===== config.mk =====
export PLATFORM = sky130hd
export DESIGN_NAME = if_fetch_stage
export DESIGN_NICKNAME = d
export VERILOG_FILES = /design/src/rtl/risc_pkg.sv /design/src/rtl/sat_counter16.sv /design/src/rtl/if_fetch_stage.sv
export SDC_FILE = /design/constraint.sdc
export NUM_CORES = 1
export LEC_CHECK = 0
export CORE_MARGIN = 5
export CORE_UTILIZATION = 41
export CTS_BUF_LIST = sky130_fd_sc_hd__clkbuf_8 sky130_fd_sc_hd__clkbuf_16
export DETAILED_ROUTE_END_ITERATION = 8
export MAX_ROUTING_LAYER = met4
export PLACE_DENSITY = 0.76
export SYNTH_ARGS = -nofsm -noshare
export SYNTH_HDL_FRONTEND = slang
export SYNTH_SLANG_ARGS = --single-unit

===== constraint.sdc =====
create_clock -name clk -period 1.9 [get_ports clk]
set_input_delay 0.285 -clock clk [delete_from_list [all_inputs] [get_ports clk]]
set_output_delay 0.285 -clock clk [all_outputs]
set_load 0.03 [all_outputs]

===== src/rtl/risc_pkg.sv =====
// risc_pkg: shared constants and types for the 16-bit pipelined RISC core.
//   PC_WIDTH / INSTR_WIDTH  default datapath widths
//   SEL_*                   EX redirect-source encodings on ex_sel
//   OP_BEQ / OP_JLR         opcodes of the two redirecting instructions
//   fetch_state_e           fetch-stage FSM states
package risc_pkg;

  localparam int PC_WIDTH    = 16;
  localparam int INSTR_WIDTH = 16;

  localparam logic [1:0] SEL_SEQ = 2'b00;
  localparam logic [1:0] SEL_JLR = 2'b01;
  localparam logic [1:0] SEL_BEQ = 2'b10;

  localparam logic [3:0] OP_BEQ = 4'b1100;
  localparam logic [3:0] OP_JLR = 4'b1001;

  typedef enum logic {
    ST_BOOT = 1'b0,
    ST_RUN  = 1'b1
  } fetch_state_e;

endpackage


===== src/rtl/sat_counter16.sv =====
// sat_counter16: 16-bit event counter that sticks at FFFF.
//   clk      clock
//   clr_i    synchronous clear, wins over enable
//   en_i     count one event this cycle
//   count_o  current count
module sat_counter16 (
  input  logic        clk,
  input  logic        clr_i,
  input  logic        en_i,
  output logic [15:0] count_o
);

  logic [15:0] count_q, count_d;

  always_comb begin
    count_d = count_q;
    if (en_i && (count_q != 16'hFFFF)) count_d = count_q + 16'd1;
  end

  always_ff @(posedge clk) begin
    if (clr_i) count_q <= '0;
    else       count_q <= count_d;
  end

  assign count_o = count_q;

endmodule


===== src/rtl/if_fetch_stage.sv =====
// if_fetch_stage: instruction fetch for the 16-bit RISC pipeline.
//   clk, reset                 clock, synchronous active-high reset
//   stall                      load-use stall, holds PC and IF/ID
//   ex_redirect, ex_sel        taken BEQ/JLR from EX and its target source
//   ex_jlr_target, ex_beq_target  candidate redirect targets
//   imem_addr / imem_data      combinational instruction-memory port
//   if_id_*                    IF/ID pipeline register (instr, pc, pc+1, bubble)
//   kill_id, kill_rr           squash younger ID/RR contents on redirect
//   redirect_count, stall_count  saturating debug counters
module if_fetch_stage #(
  parameter int                    PC_WIDTH    = risc_pkg::PC_WIDTH,
  parameter int                    INSTR_WIDTH = risc_pkg::INSTR_WIDTH,
  parameter logic [PC_WIDTH-1:0]   RESET_PC    = '0
) (
  input  logic                   clk,
  input  logic                   reset,
  input  logic                   stall,
  input  logic                   ex_redirect,
  input  logic [1:0]             ex_sel,
  input  logic [PC_WIDTH-1:0]    ex_jlr_target,
  input  logic [PC_WIDTH-1:0]    ex_beq_target,
  output logic [PC_WIDTH-1:0]    imem_addr,
  input  logic [INSTR_WIDTH-1:0] imem_data,
  output logic [INSTR_WIDTH-1:0] if_id_instr,
  output logic [PC_WIDTH-1:0]    if_id_pc,
  output logic [PC_WIDTH-1:0]    if_id_pc_inc,
  output logic                   if_id_invalid,
  output logic                   kill_id,
  output logic                   kill_rr,
  output logic [15:0]            redirect_count,
  output logic [15:0]            stall_count
);
  import risc_pkg::*;

  localparam logic [PC_WIDTH-1:0] PC_ONE = {{(PC_WIDTH-1){1'b0}}, 1'b1};

  fetch_state_e            state_q, state_d;
  logic [PC_WIDTH-1:0]     pc_q, pc_d, pc_plus1;
  logic [INSTR_WIDTH-1:0]  instr_q, instr_d;
  logic [PC_WIDTH-1:0]     id_pc_q, id_pc_d, id_inc_q, id_inc_d;
  logic                    inv_q, inv_d;
  logic                    run, redir, stall_eff;

  // Redirects and stalls only act once the stage is running and out of reset;
  // sel 00/11 is a malformed redirect and is dropped entirely.
  assign run       = (state_q == ST_RUN) && !reset;
  assign redir     = run && ex_redirect && ((ex_sel == SEL_JLR) || (ex_sel == SEL_BEQ));
  assign stall_eff = run && stall;
  assign pc_plus1  = pc_q + PC_ONE;

  // FSM next state: BOOT lasts one cycle, RUN is left only through reset.
  always_comb begin
    state_d = state_q;
    if (state_q == ST_BOOT) state_d = ST_RUN;
  end

  // PC and IF/ID next state; redirect outranks stall.
  always_comb begin
    pc_d     = pc_q;
    instr_d  = instr_q;
    id_pc_d  = id_pc_q;
    id_inc_d = id_inc_q;
    inv_d    = inv_q;
    if (redir) begin
      pc_d  = (ex_sel == SEL_JLR) ? ex_jlr_target : ex_beq_target;
      inv_d = 1'b1;
    end else if (stall_eff) begin
      // hold everything
    end else if (state_q == ST_BOOT) begin
      // PC stays at RESET_PC so its instruction is captured on the first RUN cycle
      inv_d = 1'b1;
    end else begin
      pc_d     = pc_plus1;
      instr_d  = imem_data;
      id_pc_d  = pc_q;
      id_inc_d = pc_plus1;
      inv_d    = 1'b0;
    end
  end

  always_ff @(posedge clk) begin
    if (reset) begin
      state_q  <= ST_BOOT;
      pc_q     <= RESET_PC;
      instr_q  <= '0;
      id_pc_q  <= '0;
      id_inc_q <= '0;
      inv_q    <= 1'b1;
    end else begin
      state_q  <= state_d;
      pc_q     <= pc_d;
      instr_q  <= instr_d;
      id_pc_q  <= id_pc_d;
      id_inc_q <= id_inc_d;
      inv_q    <= inv_d;
    end
  end

  sat_counter16 u_redir_cnt (
    .clk     (clk),
    .clr_i   (reset),
    .en_i    (redir),
    .count_o (redirect_count)
  );

  sat_counter16 u_stall_cnt (
    .clk     (clk),
    .clr_i   (reset),
    .en_i    (stall_eff && !redir),
    .count_o (stall_count)
  );

  assign imem_addr     = pc_q;
  assign if_id_instr   = instr_q;
  assign if_id_pc      = id_pc_q;
  assign if_id_pc_inc  = id_inc_q;
  assign if_id_invalid = inv_q;
  assign kill_id       = redir;
  assign kill_rr       = redir;

endmodule


=== Word level (Yosys, flattened, before mapping) ===
Index checks and enable logic that the tools add are counted.

* Register bits: 98
* Output and inout port bits: 99
* Word-level logic and storage cells: 38
* Input bits: 54

* Equal/unequal tests: 5
* Muxes and demuxes: 6
* Reductions and logical operators: 14
* Bitwise operators: 2
* $add $sub $neg: 3

{| class="wikitable"
|+ Operators by type and width
! operator !! number
|-
| $mux 16 || 4
|-
| $add 16x1->16 const B || 3
|-
| $ne 16x16->1 const B || 2
|-
| $logic_and 1x1->1 || 7
|-
| $reduce_and 3->1 || 1
|-
| $eq 2x1->1 const B || 1
|-
| $eq 2x2->1 const B || 1
|-
| $logic_not 1->1 || 2
|-
| $mux 1 || 2
|-
| $ne 2x2->1 const B || 1
|-
| $not 1->1 || 2
|-
| $reduce_and 2->1 || 1
|-
| $reduce_bool 2->1 || 1
|-
| $reduce_or 2->1 || 1
|-
| $logic_or 1x1->1 || 1
|}

=== Logic depth before layout (Yosys ltp) ===
* Word-level depth: 7
* Depth in mapped cells: 9
* Gate-level depth less buffers: 8

=== Modules after synthesis ===
A second synthesis with hierarchy kept.

* Cell total of the unflattened synthesis: 575
* Area, all modules: 4767.1 um^2

{| class="wikitable"
|+ Modules (own cells, without submodules)
! module !! cells an instance !! times used !! area each (um^2)
|-
| if_fetch_stage || 377 || 1 || 3070.4
|-
| sat_counter16 || 99 || 2 || 848.3
|}

=== Worst setup path before layout ===
Ideal clock, no wire load.

* Kind: reg2reg
* Start point: register u_redir_cnt.count_q[0], in the netlist u_redir_cnt.count_o[0]
* End point: register u_redir_cnt.count_q[9], in the netlist u_redir_cnt.count_o[9]
* Library setup time: 0.128 ns
* Path slack: -0.148 ns
* Stages on the path, launching flop included: 8
* Path buffers: 1
* Arrival time: 1.921 ns
* Path through: dfxtp_1 > ha_1 > nand4_1 > nor4_1 > buf_2 > nor4_1 > xnor2_1 > nor2_1

* Cells in the longest elaborated chain, start to end: 2
* Elaborated cells on any way between the ends: 3
* Classes of those cells: add/sub: 1; eq/ne: 1; reduce/logical: 1

{| class="wikitable"
|+ Ends and longest elaborated chain
! element !! RTL line !! RTL
|-
| start, declared || sat_counter16.sv:13 || <nowiki>logic [15:0] count_q, count_d;</nowiki>
|-
| start signal, assigned || sat_counter16.sv:22 || <nowiki>else count_q <= count_d;</nowiki>
|-
| branches (longest 2 deep; another with $add 16x1->16) || n/a ||
|}

Parallel ways; which one is timed is not known.
A chain may end at the register's enable or synchronous reset.

=== Final worst setup path ===
* Start point: register u_redir_cnt.count_q[5], in the netlist u_redir_cnt.count_o[5]
* End point: output port redirect_count[5]

{| class="wikitable"
|+ RTL lines
! element !! RTL line !! RTL
|-
| end, declared || if_fetch_stage.sv:30 || <nowiki>output logic [15:0] redirect_count,</nowiki>
|}

No word-level cell between the ends.

==> run summary <==
Result of the run: finished clean
Clock Tree Buf Depth: 2
Setup skew after layout: 0.0142 ns
Pin count of the biggest net entering global routing: 46
Crit. Startpoint: u_redir_cnt.count_o[5]
I/O pin total: 153
WP data arrival: 1.56 ns
Net switching fraction of the power: 26.9%
Slowest-stage cell, CP: sky130_fd_sc_hd__clkdlybuf4s50_1
Clock Power Share: 33.7%
Actual slew at the worst max-slew pin: 0.467 ns
Number of max-cap violations: 0
EDFF count, synth: 0
Global-route wire length before repair: 21.9 mm
Global-route usage over all layers: 21.0%
Mean instance size in the synthesized netlist: 8.16 um^2
Vert. Die Dim: 115 um
Power density over the cells: 640 mW/mm^2
Cell family with the largest share of critical-path delay: buffers and inverters
Tmin final: 1.84 ns
CP Launch Type: flip-flop
Wire per inst: 15.5 um
Post-synth top area cell: sky130_fd_sc_hd__dfxtp_1
Leak: 2.57 nW
Critical Path Stages: 2
Core ar.: 0.0108 mm^2
Port bufs: 152
H-tree depth: 3
R2R Path End: u_redir_cnt.count_o[14]
NumNets Final: 794
Post-route fraction of the period consumed by the critical path: 97.0%
Via Count: 4662
Internal power of the cells: 3.22 mW
Logic pwr share: 17.1%
Number of antenna violations at the first check in global routing: 0
Class of the tightest hold or removal check: in2reg
RSZ-0062 raised after global routing: no
Clock tree from TritonCTS: done
Switching pwr: 1.18 mW
Number of storage elements in the synthesis netlist: 98
Max transition margin: 68.9%
Worst VDD drop: 0.418 mV
Data required, critical path: 1.62 ns
Slew Limit Fails: 0
CTS Sinks: 98
Crit path cell chain: buf_4 > clkdlybuf4s50_1
Clock-pin slew on the worst setup and hold paths: 0.09 ns
Cell Area, Synth: 0.00454 mm^2
Flop pwr share: 49.2%
Max Freq: 0.542 GHz
Final hold violation count: 0
Remaining design rule violation count: 0
Die X: 115 um
Number of vias per cell: 5.29
Yosys warns: 0
Delay of the slowest critical-path stage: 0.67 ns
Initial DRC count: 256
Post-synthesis sequential area ratio: 43.2%
Cell row count: 38
Count of antenna-violating nets left after detailed routing: 0
Net Count, Synth: 614
Estimated wirelength of the detail-placed design: 10.0 mm
Weighted congestion at the end of routability-driven global placement: 0.826
Final setup violation count: 0
Post-synth top area share: 43.2%
Fraction of final layout cells sized beyond drive strength 1: 13.1%
Depth of the most critical reg-to-reg path: 5
Global-route congestion overflow total: 0
Count of different cell masters after synthesis: 45
Iteration count of the initial detailed-routing pass: 4
Die area: 0.0133 mm^2
Initial core utilization: 41.9%
Layout Area Growth over Synthesis: 51.3%
Clock root cell: sky130_fd_sc_hd__clkbuf_8
Critical path fanouts, max: 5
Worst setup path endpoint: redirect_count[5]
Worst hold margin: 0.321 ns
Number of diodes added for antenna fixing: 0
Final Core Density: 63.3%
TritonCTS Buffers: 9
Worst Path Buf+Inv: 2
Main flop type after synthesis: sky130_fd_sc_hd__dfxtp_1
Clock latency of the later-clocked register in the worst-skew pair: 0.37 ns
Post-synthesis instance total: 556
Setup slack after layout: 0.0566 ns
Place WS: -0.559 ns
Share of async-settable or async-resettable flops after synthesis: 0%
Final WL: 13.7 mm
Critical R2R Launch: u_redir_cnt.count_o[0]
Top area cells in the synthesized netlist: sky130_fd_sc_hd__dfxtp_1 (43%), sky130_fd_sc_hd__nand2_1 (7.8%), sky130_fd_sc_hd__a21oi_1 (7.3%)
Endpoint type of the worst setup path: output port
FF-to-FF setup slack: 0.11 ns
WS Path Type: reg2out
Via count of the first global-routing pass: 4500
## state kept, by name, summed over array words and instances (netlist names)
signal and flops:
if_id_instr 16, if_id_pc 16, if_id_pc_inc 16, imem_addr 16, u_redir_cnt.count_o 16, u_stall_cnt.count_o 16, if_id_invalid 1, state_q 1
## worst reg2reg max path, stage by stage, from the launching register on
cell,delay [ns]
sky130_fd_sc_hd__dfxtp_4,0.38
sky130_fd_sc_hd__ha_1,0.18
sky130_fd_sc_hd__nand4_1,0.14
sky130_fd_sc_hd__or3_4,0.42
sky130_fd_sc_hd__or4_1,0.47
sky130_fd_sc_hd__a21oi_1,0.13
## cells in the final DEF, fill, tap and decap left out, types with 4 or more instances in the layout
cell and n:
sky130_fd_sc_hd__or4_1 4, sky130_fd_sc_hd__a31oi_1 7, sky130_fd_sc_hd__or3_1 9, sky130_fd_sc_hd__dlygate4sd2_1 5
sky130_fd_sc_hd__mux2i_1 16, sky130_fd_sc_hd__nand4_1 11, sky130_fd_sc_hd__buf_12 5, sky130_fd_sc_hd__dfxtp_1 94
sky130_fd_sc_hd__clkbuf_8 9, sky130_fd_sc_hd__xor2_1 12, sky130_fd_sc_hd__o21ai_0 21, sky130_fd_sc_hd__and4_1 7
sky130_fd_sc_hd__clkdlybuf4s50_1 139, sky130_fd_sc_hd__nor3_1 10, sky130_fd_sc_hd__a211oi_1 9, sky130_fd_sc_hd__dlymetal6s2s_1 5
sky130_fd_sc_hd__nand3_1 22, sky130_fd_sc_hd__a21oi_1 66, sky130_fd_sc_hd__nor2_1 49, sky130_fd_sc_hd__nand2_1 94
sky130_fd_sc_hd__buf_4 49, sky130_fd_sc_hd__xnor2_1 22, sky130_fd_sc_hd__and3_1 7
## synth_stat cells (3+ instances only)
cell	instances
sky130_fd_sc_hd__and3_1	8
sky130_fd_sc_hd__nand4_1	11
sky130_fd_sc_hd__ha_1	4
sky130_fd_sc_hd__xor2_1	12
sky130_fd_sc_hd__a211oi_1	9
sky130_fd_sc_hd__inv_1	4
sky130_fd_sc_hd__dfxtp_1	98
sky130_fd_sc_hd__nor3_1	10
sky130_fd_sc_hd__or3_1	9
sky130_fd_sc_hd__a21oi_1	66
sky130_fd_sc_hd__xnor2_1	22
sky130_fd_sc_hd__o21a_1	3
sky130_fd_sc_hd__nand3_1	23
sky130_fd_sc_hd__o21ai_0	23
sky130_fd_sc_hd__and4_1	7
sky130_fd_sc_hd__mux2i_1	16
sky130_fd_sc_hd__buf_2	9
sky130_fd_sc_hd__nor3b_1	3
sky130_fd_sc_hd__a31oi_1	7
sky130_fd_sc_hd__nor2_1	49
sky130_fd_sc_hd__or4_1	4
sky130_fd_sc_hd__nor4_1	3
sky130_fd_sc_hd__clkbuf_1	28
sky130_fd_sc_hd__a22oi_1	3
sky130_fd_sc_hd__nand2_1	94
## power groups by stage
stage                     Clock (mW)  Combinational, mW  Sequential, mW
after detailed placement           0              0.732            2.21
after global routing            1.61              0.802            2.18
after floorplan                    0              0.232            2.34
after global placement             0              0.722            2.21
after CTS                       1.53              0.755            2.17
final                           1.48              0.750            2.16
## metrics by stage
step / setup TNS [ns] / total power, mW / instance area (um^2) / instances
2_1_floorplan: 0 / 2.57 / 4550 / 556
3_3_place_gp: -34.03 / 2.93 / 6520 / 860
3_5_place_dp: -36.80 / 2.95 / 6520 / 860
4_1_cts: 0 / 4.45 / 6830 / 880
5_1_grt: 0 / 4.59 / 6870 / 881
6_report: 0 / 4.40 / 6870 / 881
## how the worst min path moves through the flow
| stage | start | to | slack (ns) | cells past startpoint |
|---|---|---|---|---|
| 5_1_grt | reset | if_id_invalid | 0.32 | 3 |
| 3_3_place_gp | if_id_instr[14] | if_id_instr[14] | 0.44 | 2 |
| 3_5_place_dp | if_id_pc[14] | if_id_pc[14] | 0.45 | 2 |
| 4_1_cts | reset | if_id_invalid | 0.30 | 3 |
| 6_report | reset | if_id_invalid | 0.32 | 3 |
| 2_1_floorplan | stall | if_id_invalid | 0.41 | 2 |
## cell families after synthesis
group / share of synthesized area [%]
and+or+nand+nor: 26.1
AOI/OAI and AO/OA: 14.9
DFF: 43.2
buffers and inverters: 3.97
xor gates and xnor gates: 6.56
muxes: 4.03
adders and majority gates: 1.10
## timing repair
item	in CTS	in global routing
setup endpoints to repair	51	19
hold endpoints to repair	0	0
cloned	1	1
hold buffers	0	0
setup buffers	3	0
pin swaps	2	2
resized for setup	18	10
## metal layers
| metal | part of all wire [%] | global-route usage [%] |
|---|---|---|
| met5 | 0 | - |
| met4 | 1.8 | 7.43 |
| met3 | 6.5 | 3.21 |
| met2 | 49 | 35.4 |
| met1 | 42 | 25.5 |
## layout make-up
class	instances	area, um^2
fill	943	3980
multi-input combinational	415	2440
timing repair buffer	208	2040
sequential	98	1970
tap	140	175
clock buffer	9	124
clock inverter	7	93.8
inverter	4	15.0
Note: power is estimated with default switching activity, not from simulation.
